## src/rtl/nn_pkg.sv

```systemverilog
// Shared types, default sizes and the result saturation helper for the inference sequencer.
package nn_pkg;
    localparam int DEF_NUM_INPUTS  = 784;
    localparam int DEF_NUM_OUTPUTS = 10;
    localparam int DEF_DATA_W      = 16;
    localparam int DEF_RES_W       = 17;

    typedef enum logic [2:0] {IDLE, RUN, DRAIN, WRITE, DONE} calc_state_t;

    // Clamps a sign-extended value into the signed range of a res_w-bit result.
    function automatic logic signed [63:0] sat(input logic signed [63:0] value, input int res_w);
        logic signed [63:0] max_val;
        logic signed [63:0] min_val;
        max_val = (64'sd1 <<< (res_w - 1)) - 64'sd1;
        min_val = -(64'sd1 <<< (res_w - 1));
        if (value > max_val) return max_val;
        if (value < min_val) return min_val;
        return value;
    endfunction
endpackage

```

## src/rtl/mac_unit.sv

```systemverilog
// Signed multiply-accumulate with a wide accumulator; scaling and saturation happen only on the way out.
module mac_unit import nn_pkg::*; #(
    parameter int DATA_W    = DEF_DATA_W,
    parameter int ACC_W     = 40,
    parameter int FRAC_BITS = 15,
    parameter int RES_W     = DEF_RES_W
) (
    input  logic                     clk,
    input  logic                     rst,
    input  logic                     clear,
    input  logic                     valid,
    input  logic signed [DATA_W-1:0] pixel,
    input  logic signed [DATA_W-1:0] weight,
    output logic signed [RES_W-1:0]  result
);
    logic signed [2*DATA_W-1:0] product;
    logic signed [ACC_W-1:0]    acc;
    logic signed [ACC_W-1:0]    shifted;
    logic signed [63:0]         clamped;
    logic                       unused_hi;

    assign product = pixel * weight;

    // Clear wins over accumulate so a neuron never inherits a stale partial sum.
    always_ff @(posedge clk or posedge rst) begin
        if (rst)
            acc <= '0;
        else if (clear)
            acc <= '0;
        else if (valid)
            acc <= acc + {{(ACC_W-2*DATA_W){product[2*DATA_W-1]}}, product};
    end

    assign shifted   = acc >>> FRAC_BITS;
    assign clamped   = sat({{(64-ACC_W){shifted[ACC_W-1]}}, shifted}, RES_W);
    assign result    = clamped[RES_W-1:0];
    assign unused_hi = ^clamped[63:RES_W];
endmodule

```

## src/rtl/calc_controller.sv

```systemverilog
// Walks every output neuron over all input pixels, issuing paired pixel/weight reads into the MAC
// and writing one saturated result per neuron.
module calc_controller import nn_pkg::*; #(
    parameter int NUM_INPUTS  = DEF_NUM_INPUTS,
    parameter int NUM_OUTPUTS = DEF_NUM_OUTPUTS,
    parameter int PADDR_W     = 11,
    parameter int WADDR_W     = 13,
    parameter int DATA_W      = DEF_DATA_W,
    parameter int ACC_W       = 40,
    parameter int FRAC_BITS   = 15,
    parameter int RES_W       = DEF_RES_W
) (
    input  logic               clk,
    input  logic               rst,
    input  logic               start_calc,
    input  logic               abort,
    input  logic [DATA_W-1:0]  pixel_q,
    input  logic [DATA_W-1:0]  weight_q,
    output logic [PADDR_W-1:0] pixel_address,
    output logic [WADDR_W-1:0] weight_address,
    output logic               mem_rd_en,
    output logic               busy,
    output logic               result_we,
    output logic [3:0]         output_address,
    output logic [RES_W-1:0]   result_output,
    output logic               done_calc,
    output logic               results_ready
);
    calc_state_t        state;
    logic [WADDR_W-1:0] base;
    logic [3:0]         neuron;
    logic               pipe_valid;
    logic               abort_run;
    logic               acc_clear;

    assign abort_run = abort && (state != IDLE);
    assign acc_clear = abort_run || (state == WRITE) || (state == IDLE && start_calc);

    // Read data lags the address by one cycle, so the product is valid one cycle after the strobe.
    always_ff @(posedge clk or posedge rst) begin
        if (rst)
            pipe_valid <= 1'b0;
        else
            pipe_valid <= abort_run ? 1'b0 : mem_rd_en;
    end

    always_ff @(posedge clk or posedge rst) begin
        if (rst) begin
            state          <= IDLE;
            pixel_address  <= '0;
            weight_address <= '0;
            mem_rd_en      <= 1'b0;
            busy           <= 1'b0;
            result_we      <= 1'b0;
            output_address <= '0;
            done_calc      <= 1'b0;
            results_ready  <= 1'b0;
            base           <= '0;
            neuron         <= '0;
        end else if (abort_run) begin
            state         <= IDLE;
            mem_rd_en     <= 1'b0;
            busy          <= 1'b0;
            result_we     <= 1'b0;
            done_calc     <= 1'b0;
            results_ready <= 1'b0;
        end else begin
            result_we <= 1'b0;
            done_calc <= 1'b0;
            unique case (state)
                IDLE: begin
                    if (start_calc) begin
                        state          <= RUN;
                        busy           <= 1'b1;
                        mem_rd_en      <= 1'b1;
                        pixel_address  <= '0;
                        weight_address <= '0;
                        base           <= '0;
                        neuron         <= '0;
                        results_ready  <= 1'b0;
                    end
                end
                RUN: begin
                    if (pixel_address == PADDR_W'(NUM_INPUTS - 1)) begin
                        state     <= DRAIN;
                        mem_rd_en <= 1'b0;
                    end else begin
                        pixel_address  <= pixel_address + PADDR_W'(1);
                        weight_address <= weight_address + WADDR_W'(1);
                    end
                end
                DRAIN: begin
                    state          <= WRITE;
                    result_we      <= 1'b1;
                    output_address <= neuron;
                end
                WRITE: begin
                    if (neuron == 4'(NUM_OUTPUTS - 1)) begin
                        state         <= DONE;
                        done_calc     <= 1'b1;
                        results_ready <= 1'b1;
                    end else begin
                        state          <= RUN;
                        neuron         <= neuron + 4'd1;
                        base           <= base + WADDR_W'(NUM_INPUTS);
                        pixel_address  <= '0;
                        weight_address <= base + WADDR_W'(NUM_INPUTS);
                        mem_rd_en      <= 1'b1;
                    end
                end
                DONE: begin
                    state <= IDLE;
                    busy  <= 1'b0;
                end
                default: state <= IDLE;
            endcase
        end
    end

    mac_unit #(
        .DATA_W    (DATA_W),
        .ACC_W     (ACC_W),
        .FRAC_BITS (FRAC_BITS),
        .RES_W     (RES_W)
    ) u_mac (
        .clk    (clk),
        .rst    (rst),
        .clear  (acc_clear),
        .valid  (pipe_valid),
        .pixel  (pixel_q),
        .weight (weight_q),
        .result (result_output)
    );
endmodule
```

## config.mk

```make
export PLATFORM = sky130hd
export DESIGN_NAME = calc_controller
export DESIGN_NICKNAME = d
export VERILOG_FILES = /design/src/rtl/nn_pkg.sv /design/src/rtl/mac_unit.sv /design/src/rtl/calc_controller.sv
export SDC_FILE = /design/constraint.sdc
export NUM_CORES = 1
export LEC_CHECK = 0
export ABC_AREA = 1
export BUFFER_PORTS_ARGS = -buffer_cell sky130_fd_sc_hd__buf_4
export CORE_MARGIN = 2
export CORE_UTILIZATION = 43
export DETAILED_ROUTE_END_ITERATION = 8
export GPL_TIMING_DRIVEN = 0
export RECOVER_POWER = 25
export SLEW_MARGIN = 5
export SYNTH_ARGS = -nofsm -noshare
export SYNTH_HDL_FRONTEND = slang
export SYNTH_SLANG_ARGS = --single-unit
export TNS_END_PERCENT = 1
```

## constraint.sdc

```tcl
create_clock -name clk -period 2.7 [get_ports clk]
set_input_delay 0.135 -clock clk [delete_from_list [all_inputs] [get_ports clk]]
set_output_delay 0.135 -clock clk [all_outputs]
set_load 0.05 [all_outputs]
```

==> impl_metrics.toml, run 1 <==
[sta]
slew_headroom = -0.161
hold_viol = 0
setup_viol = 36
fmax_ghz = 0.152
maxSlewViolCount = 36
setup_slack_ns = -3.87
fin_worst_skew_ns = 0.0139
post-route-period-util = 2.43
rsz0062_at_grt = "yes"
tightest_slew_ns = 1.73
period_minus_slack_ns = 6.57

[yosys]
synth_edf_count = 0
yosys.area.top_type = "fa_1"
yosysMostFrequentCell = "inv_1"
synth_area_leaders = "fa_1 30%, inv_1 14%, nand2_1 13%"
yosysTopAreaCellShare = 0.302
synth_cell_type_count = 45
syn-instance-count = 2434
ys_warn_count = 0
syn_area_mm2 = 0.0174
ys_seq_elements = 90
async_flop_share = 1.00
synth_ff_type = "dfrtp_1"
syn_area_per_cell_um2 = 7.15
synth_seq_area_share = 0.129
syn_nets = 2861
ys_top_cells_by_count = "634 x inv_1, 613 x nand2_1, 263 x fa_1"

[floorplan]
die_height_um = 205
rows = 73
ios = 86
coreArea_mm2 = 0.0398
die_area_mm2 = 0.0421
initial_utilization = 0.437
die_x_um = 205

[critical_path]
reg2reg_depth = 15
worstPathMaxFanout = 10
crit_top_cell = "nand2_1"
rrSetupSlack_ns = -0.04
critPathArrivalTime_ns = 6.81
critical_path_class = "input port to register"
max_stage_delay_ns = 0.60
worst_r2r_endpoint = "u_mac.acc[32]"
cp_top_family = "adder cells"
start_kind = "input port"
cp.required_ns = 2.94
slowest_stage = "fa_2"
crit_buf_inv = 8
r2r-start = "u_mac.acc[0]"
endpoint_kind = "register"

[place]
io_buffers = 59
dpl.hpwl_um = 42800
dpl_cell_area_mm2 = 0.0194
gp_congestion = 0.946
numPlacedInstances = 3019

[final_layout]
final_layout_size_suffix_gt1_frac = 0.189
antenna_cells = 0
fin_cells = 3087
area_growth_pct = 23.9
final_area_mm2 = 0.0216
fin_nets = 2984

[routing]
wl_um = 51700
vias = 15400
drt-initial-drc-count = 842
vias_per_cell = 5.00
final_antenna_net_count = 0
drtPass1Iterations = 5
remaining_drc_errors = 0
wire_per_inst_um = 16.8

[global_route]
grt_pass1_vias = 16100
grt_pass1_wl_um = 84900
grt_overflow = 0
antenna_found_initial = 0
grt_max_degree = 56
grt_usage = 0.259

[clock_network]
path_clk_slew_ns = 0.08
htreeDepth = 3
cts_max_path_buffers = 2
clock_latency_ns = 0.36
cts_sinks = 90
root_buffer = "clkbuf_16"
cts_tree = "built"
cts-buffers-inserted = 9

[worst_hold_path]
min_from = "start_calc"
hold_depth = 4
min_path_type = "input port to register"
hold_end = "neuron[2]"

[outcome]
status = "finished, violations left"
violations = "capacitance limit, slew limit, setup timing"

[job]
drv_cap = 1
[worst max path at each step]
| stage | from | end | slack [ns] | depth (start not counted) |
|---|---|---|---|---|
| floorplan | weight_q[6] | u_mac.acc[37] | -3.50 | 37 |
| global placement | pixel_q[0] | u_mac.acc[23] | -5.04 | 29 |
| detailed placement | pixel_q[0] | u_mac.acc[21] | -5.13 | 29 |
| CTS | weight_q[4] | u_mac.acc[36] | -3.78 | 37 |
| global route | pixel_q[15] | u_mac.acc[39] | -4.13 | 39 |
| finish | pixel_q[9] | u_mac.acc[34] | -3.87 | 35 |
[state kept, by name, summed over array words and instances (netlist names)]
signal / flops
mem_rd_en: 1
weight_address: 13
results_ready: 1
pipe_valid: 1
state: 3
output_address: 4
result_we: 1
done_calc: 1
busy: 1
pixel_address: 11
neuron: 4
u_mac.acc: 40
base: 9
[layout by cell type, fill, tap and decap left out, types with 34 or more instances in the layout]
cell	Yosys	routed
fa_1	263	250
ha_4	0	50
nand3_1	85	71
dfrtp_1	90	90
nor2_1	155	117
buf_4	1	92
inv_1	634	606
ha_1	128	77
o21ai_1	13	34
nand2_1	613	572
o21ai_0	103	70
a21oi_1	120	85
[worst reg2reg max path, cell delays in order (launching register included)]
cell	delay (ns)
dfrtp_1	0.36
ha_1	0.24
inv_1	0.07
fa_1	0.39
inv_1	0.16
nand2_1	0.13
o21ai_4	0.25
nand3_1	0.11
nand3_1	0.21
nand2_1	0.08
nand2_1	0.15
nand4_1	0.19
nand2_1	0.11
nand2_1	0.05
nand3_1	0.07
nand2_1	0.05
[layout make-up]
class	count	area, µm²
multi-input cells	1628	14100
clock buffers	9	225
fillers	3823	18200
inverters	642	2420
repair buffers	112	880
flip-flops and latches	90	2250
clock inverters	7	83.8
well taps	525	657
plain buffers	74	987
[metrics by stage]
stage	hold WS (ns)	TNS, ns	setup WS [ns]	util
floorplan	0.201	-106.51	-3.50	-
global placement	0.349	-248.17	-5.04	0.486
detailed placement	0.212	-151.26	-5.13	0.486
CTS	0.0908	-115.30	-3.78	0.533
global route	0.115	-124.46	-4.13	0.542
finish	0.0934	-114.58	-3.87	0.542
[per-layer routing]
layer,GRT usage,vias up,routed length (µm)
met2,0.444,351,25100
met4,0.0820,0,1570
met3,0.0219,72,2260
li1,-,7494,-
met1,0.348,7527,22800
met5,0,-,0
[kinds of logic (layout without fill, tap and decap cells)]
kind of cell | after synthesis | count (layout) | share of synthesized area
compound gates | 295 | 295 | 0.0935
xor+xnor | 33 | 33 | 0.0166
fa+ha+maj | 391 | 391 | 0.394
buf+inv | 716 | 844 | 0.156
flops | 90 | 90 | 0.129
simple gates | 909 | 909 | 0.210
[repair_timing]
action	in CTS	in global routing
buffers inserted	47	2
pin swaps	124	18
endpoints found under the setup margin	36	36
gates resized for setup	263	72
hold buffers	2	0
hold endpoints to repair	37	0
gates cloned	1	0
Power of run 1 is not shown: default switching activity piles up to over one toggle a cycle in this logic, so the estimate is an artifact.
==> run 2, diff against run 1 <==
==> constraint.sdc (replaced) <==
create_clock -name clk -period 2.7 [get_ports clk]
set_input_delay 0.135 -clock clk [delete_from_list [all_inputs] [get_ports clk]]
set_output_delay 0.135 -clock clk [all_outputs]
set_load 0.1 [all_outputs]
==> impl_metrics.toml, run 2 (same netlist as run 1, synthesis figures left out) <==
[outcome]
status = "finished, violations left"
violations = "capacitance limit, slew limit, setup timing"

[floorplan]
rows = 73
initial_utilization = 0.437
die_x_um = 205
ios = 86
die_height_um = 205
coreArea_mm2 = 0.0398
die_area_mm2 = 0.0421

[final_layout]
regMostFlops = "u_mac.acc"
fin_nets = 2984
final_area_mm2 = 0.0216
n_fill_cell = 3817
area_growth_pct = 24.0
antenna_cells = 0
final_layout_size_suffix_gt1_frac = 0.193
final_common_cell = "inv_1"
largest_reg_flops = 40
final_cell_mix = "606 x inv_1, 572 x nand2_1, 250 x fa_1"
biggestRegsByFlops = "u_mac.acc: 40 flops, weight_address: 13 flops, pixel_address: 11 flops"

[worst_hold_path]
hold_end = "neuron[2]"
hold_depth = 4
min_from = "start_calc"
min_path_type = "input port to register"

[sta]
holdWs_ns = 0.0932
fmax_ghz = 0.153
post-route-period-util = 2.42
fin_worst_skew_ns = 0.0121
maxSlewViolCount = 37
tightest_slew_ns = 1.63
period_minus_slack_ns = 6.54
setup_slack_ns = -3.84
rsz0062_at_grt = "yes"
slew_headroom = -0.0897
hold_viol = 0
setup_viol = 36

[critical_path]
reg2reg_depth = 15
endpoint_kind = "register"
crit_top_cell = "nand2_1"
worstPathMaxFanout = 10
max_stage_delay_ns = 0.60
critical_path_class = "input port to register"
start_kind = "input port"
r2r-start = "u_mac.acc[0]"
slowest_stage = "fa_2"
cp_top_family = "adder cells"
rrSetupSlack_ns = -0.05
critPathArrivalTime_ns = 6.79
worst_r2r_endpoint = "u_mac.acc[32]"
cp.required_ns = 2.94
crit_buf_inv = 8

[place]
dpl.hpwl_um = 42800
gp_congestion = 0.946
dpl_cell_area_mm2 = 0.0194
io_buffers = 59

[global_route]
antenna_found_initial = 0
grt_pass1_vias = 16100
grt_max_degree = 56
grt_overflow = 0
grt_usage = 0.259
grt_pass1_wl_um = 84900

[clock_network]
cts_max_path_buffers = 2
clock_latency_ns = 0.36
path_clk_slew_ns = 0.07
cts_tree = "built"
root_buffer = "clkbuf_16"
cts_sinks = 90
htreeDepth = 3
cts-buffers-inserted = 9

[routing]
vias_per_cell = 5.00
final_antenna_net_count = 0
drt-initial-drc-count = 833
wire_per_inst_um = 16.8
remaining_drc_errors = 0
vias = 15400
wl_um = 51800
drtPass1Iterations = 8

[job]
drv_cap = 1
-- run 2: changes by cell type in the layout (fill, tap and decap cells not counted) --
cell,change
clkbuf_1,-11
clkbuf_4,+1
buf_16,-1
buf_4,+11
-- run 2: worst max path at each step --
stage,start,end,cells after the start
floorplan,weight_q[6],u_mac.acc[37],37
global placement,pixel_q[0],u_mac.acc[23],29
detailed placement,pixel_q[0],u_mac.acc[21],29
CTS,weight_q[4],u_mac.acc[36],37
global route,pixel_q[15],u_mac.acc[39],39
finish,pixel_q[9],u_mac.acc[34],35
-- run 2: tightest hold or removal path, delay by kind of cell --
kind	cells	cell delay, ns
AO/OA/AOI/OAI	1	0.03
buffers and inverters	1	0.09
AND/OR/NAND/NOR	2	0.17
-- run 2: cell type report --
type | instances | area (µm²) | area share
Multi-Input combinational cell | 1628 | 14100 | 0.651
Sequential cell | 90 | 2250 | 0.104
Buffer | 74 | 987 | 0.0457
Inverter | 642 | 2420 | 0.112
Clock inverter | 7 | 83.8 | 0.00388
Tap cell | 525 | 657 | 0.0304
Clock buffer | 9 | 225 | 0.0104
Timing Repair Buffer | 112 | 901 | 0.0417
-- run 2: per-stage QoR --
| stage | std cells | setup WS [ns] | setup TNS (ns) | util |
|---|---|---|---|---|
| 2_1_floorplan | 2434 | -3.50 | -106.51 | - |
| 3_3_place_gp | 3018 | -5.04 | -248.17 | 0.486 |
| 3_5_place_dp | 3019 | -5.13 | -151.26 | 0.486 |
| 4_1_cts | 3085 | -3.78 | -115.30 | 0.533 |
| 5_1_grt | 3087 | -4.13 | -124.46 | 0.542 |
| 6_report | 3087 | -3.84 | -114.60 | 0.542 |
-- run 2: what timing repair did --
item,4_1_cts,5_1_grt
hold buffers,2,0
resized for setup,263,72
setup buffers,47,2
pin swaps,124,18
hold endpoints to repair,37,0
setup endpoints to repair,36,36
gates cloned,1,0
-- run 2: per-layer routing --
layer / vias to the layer above / wire length, µm / track usage
li1: 7497 / - / -
met1: 7505 / 23000 / 0.348
met2: 381 / 25100 / 0.444
met3: 66 / 2200 / 0.0219
met4: 0 / 1540 / 0.0820
met5: - / 0 / 0
Power of run 2 is left out for the same reason.
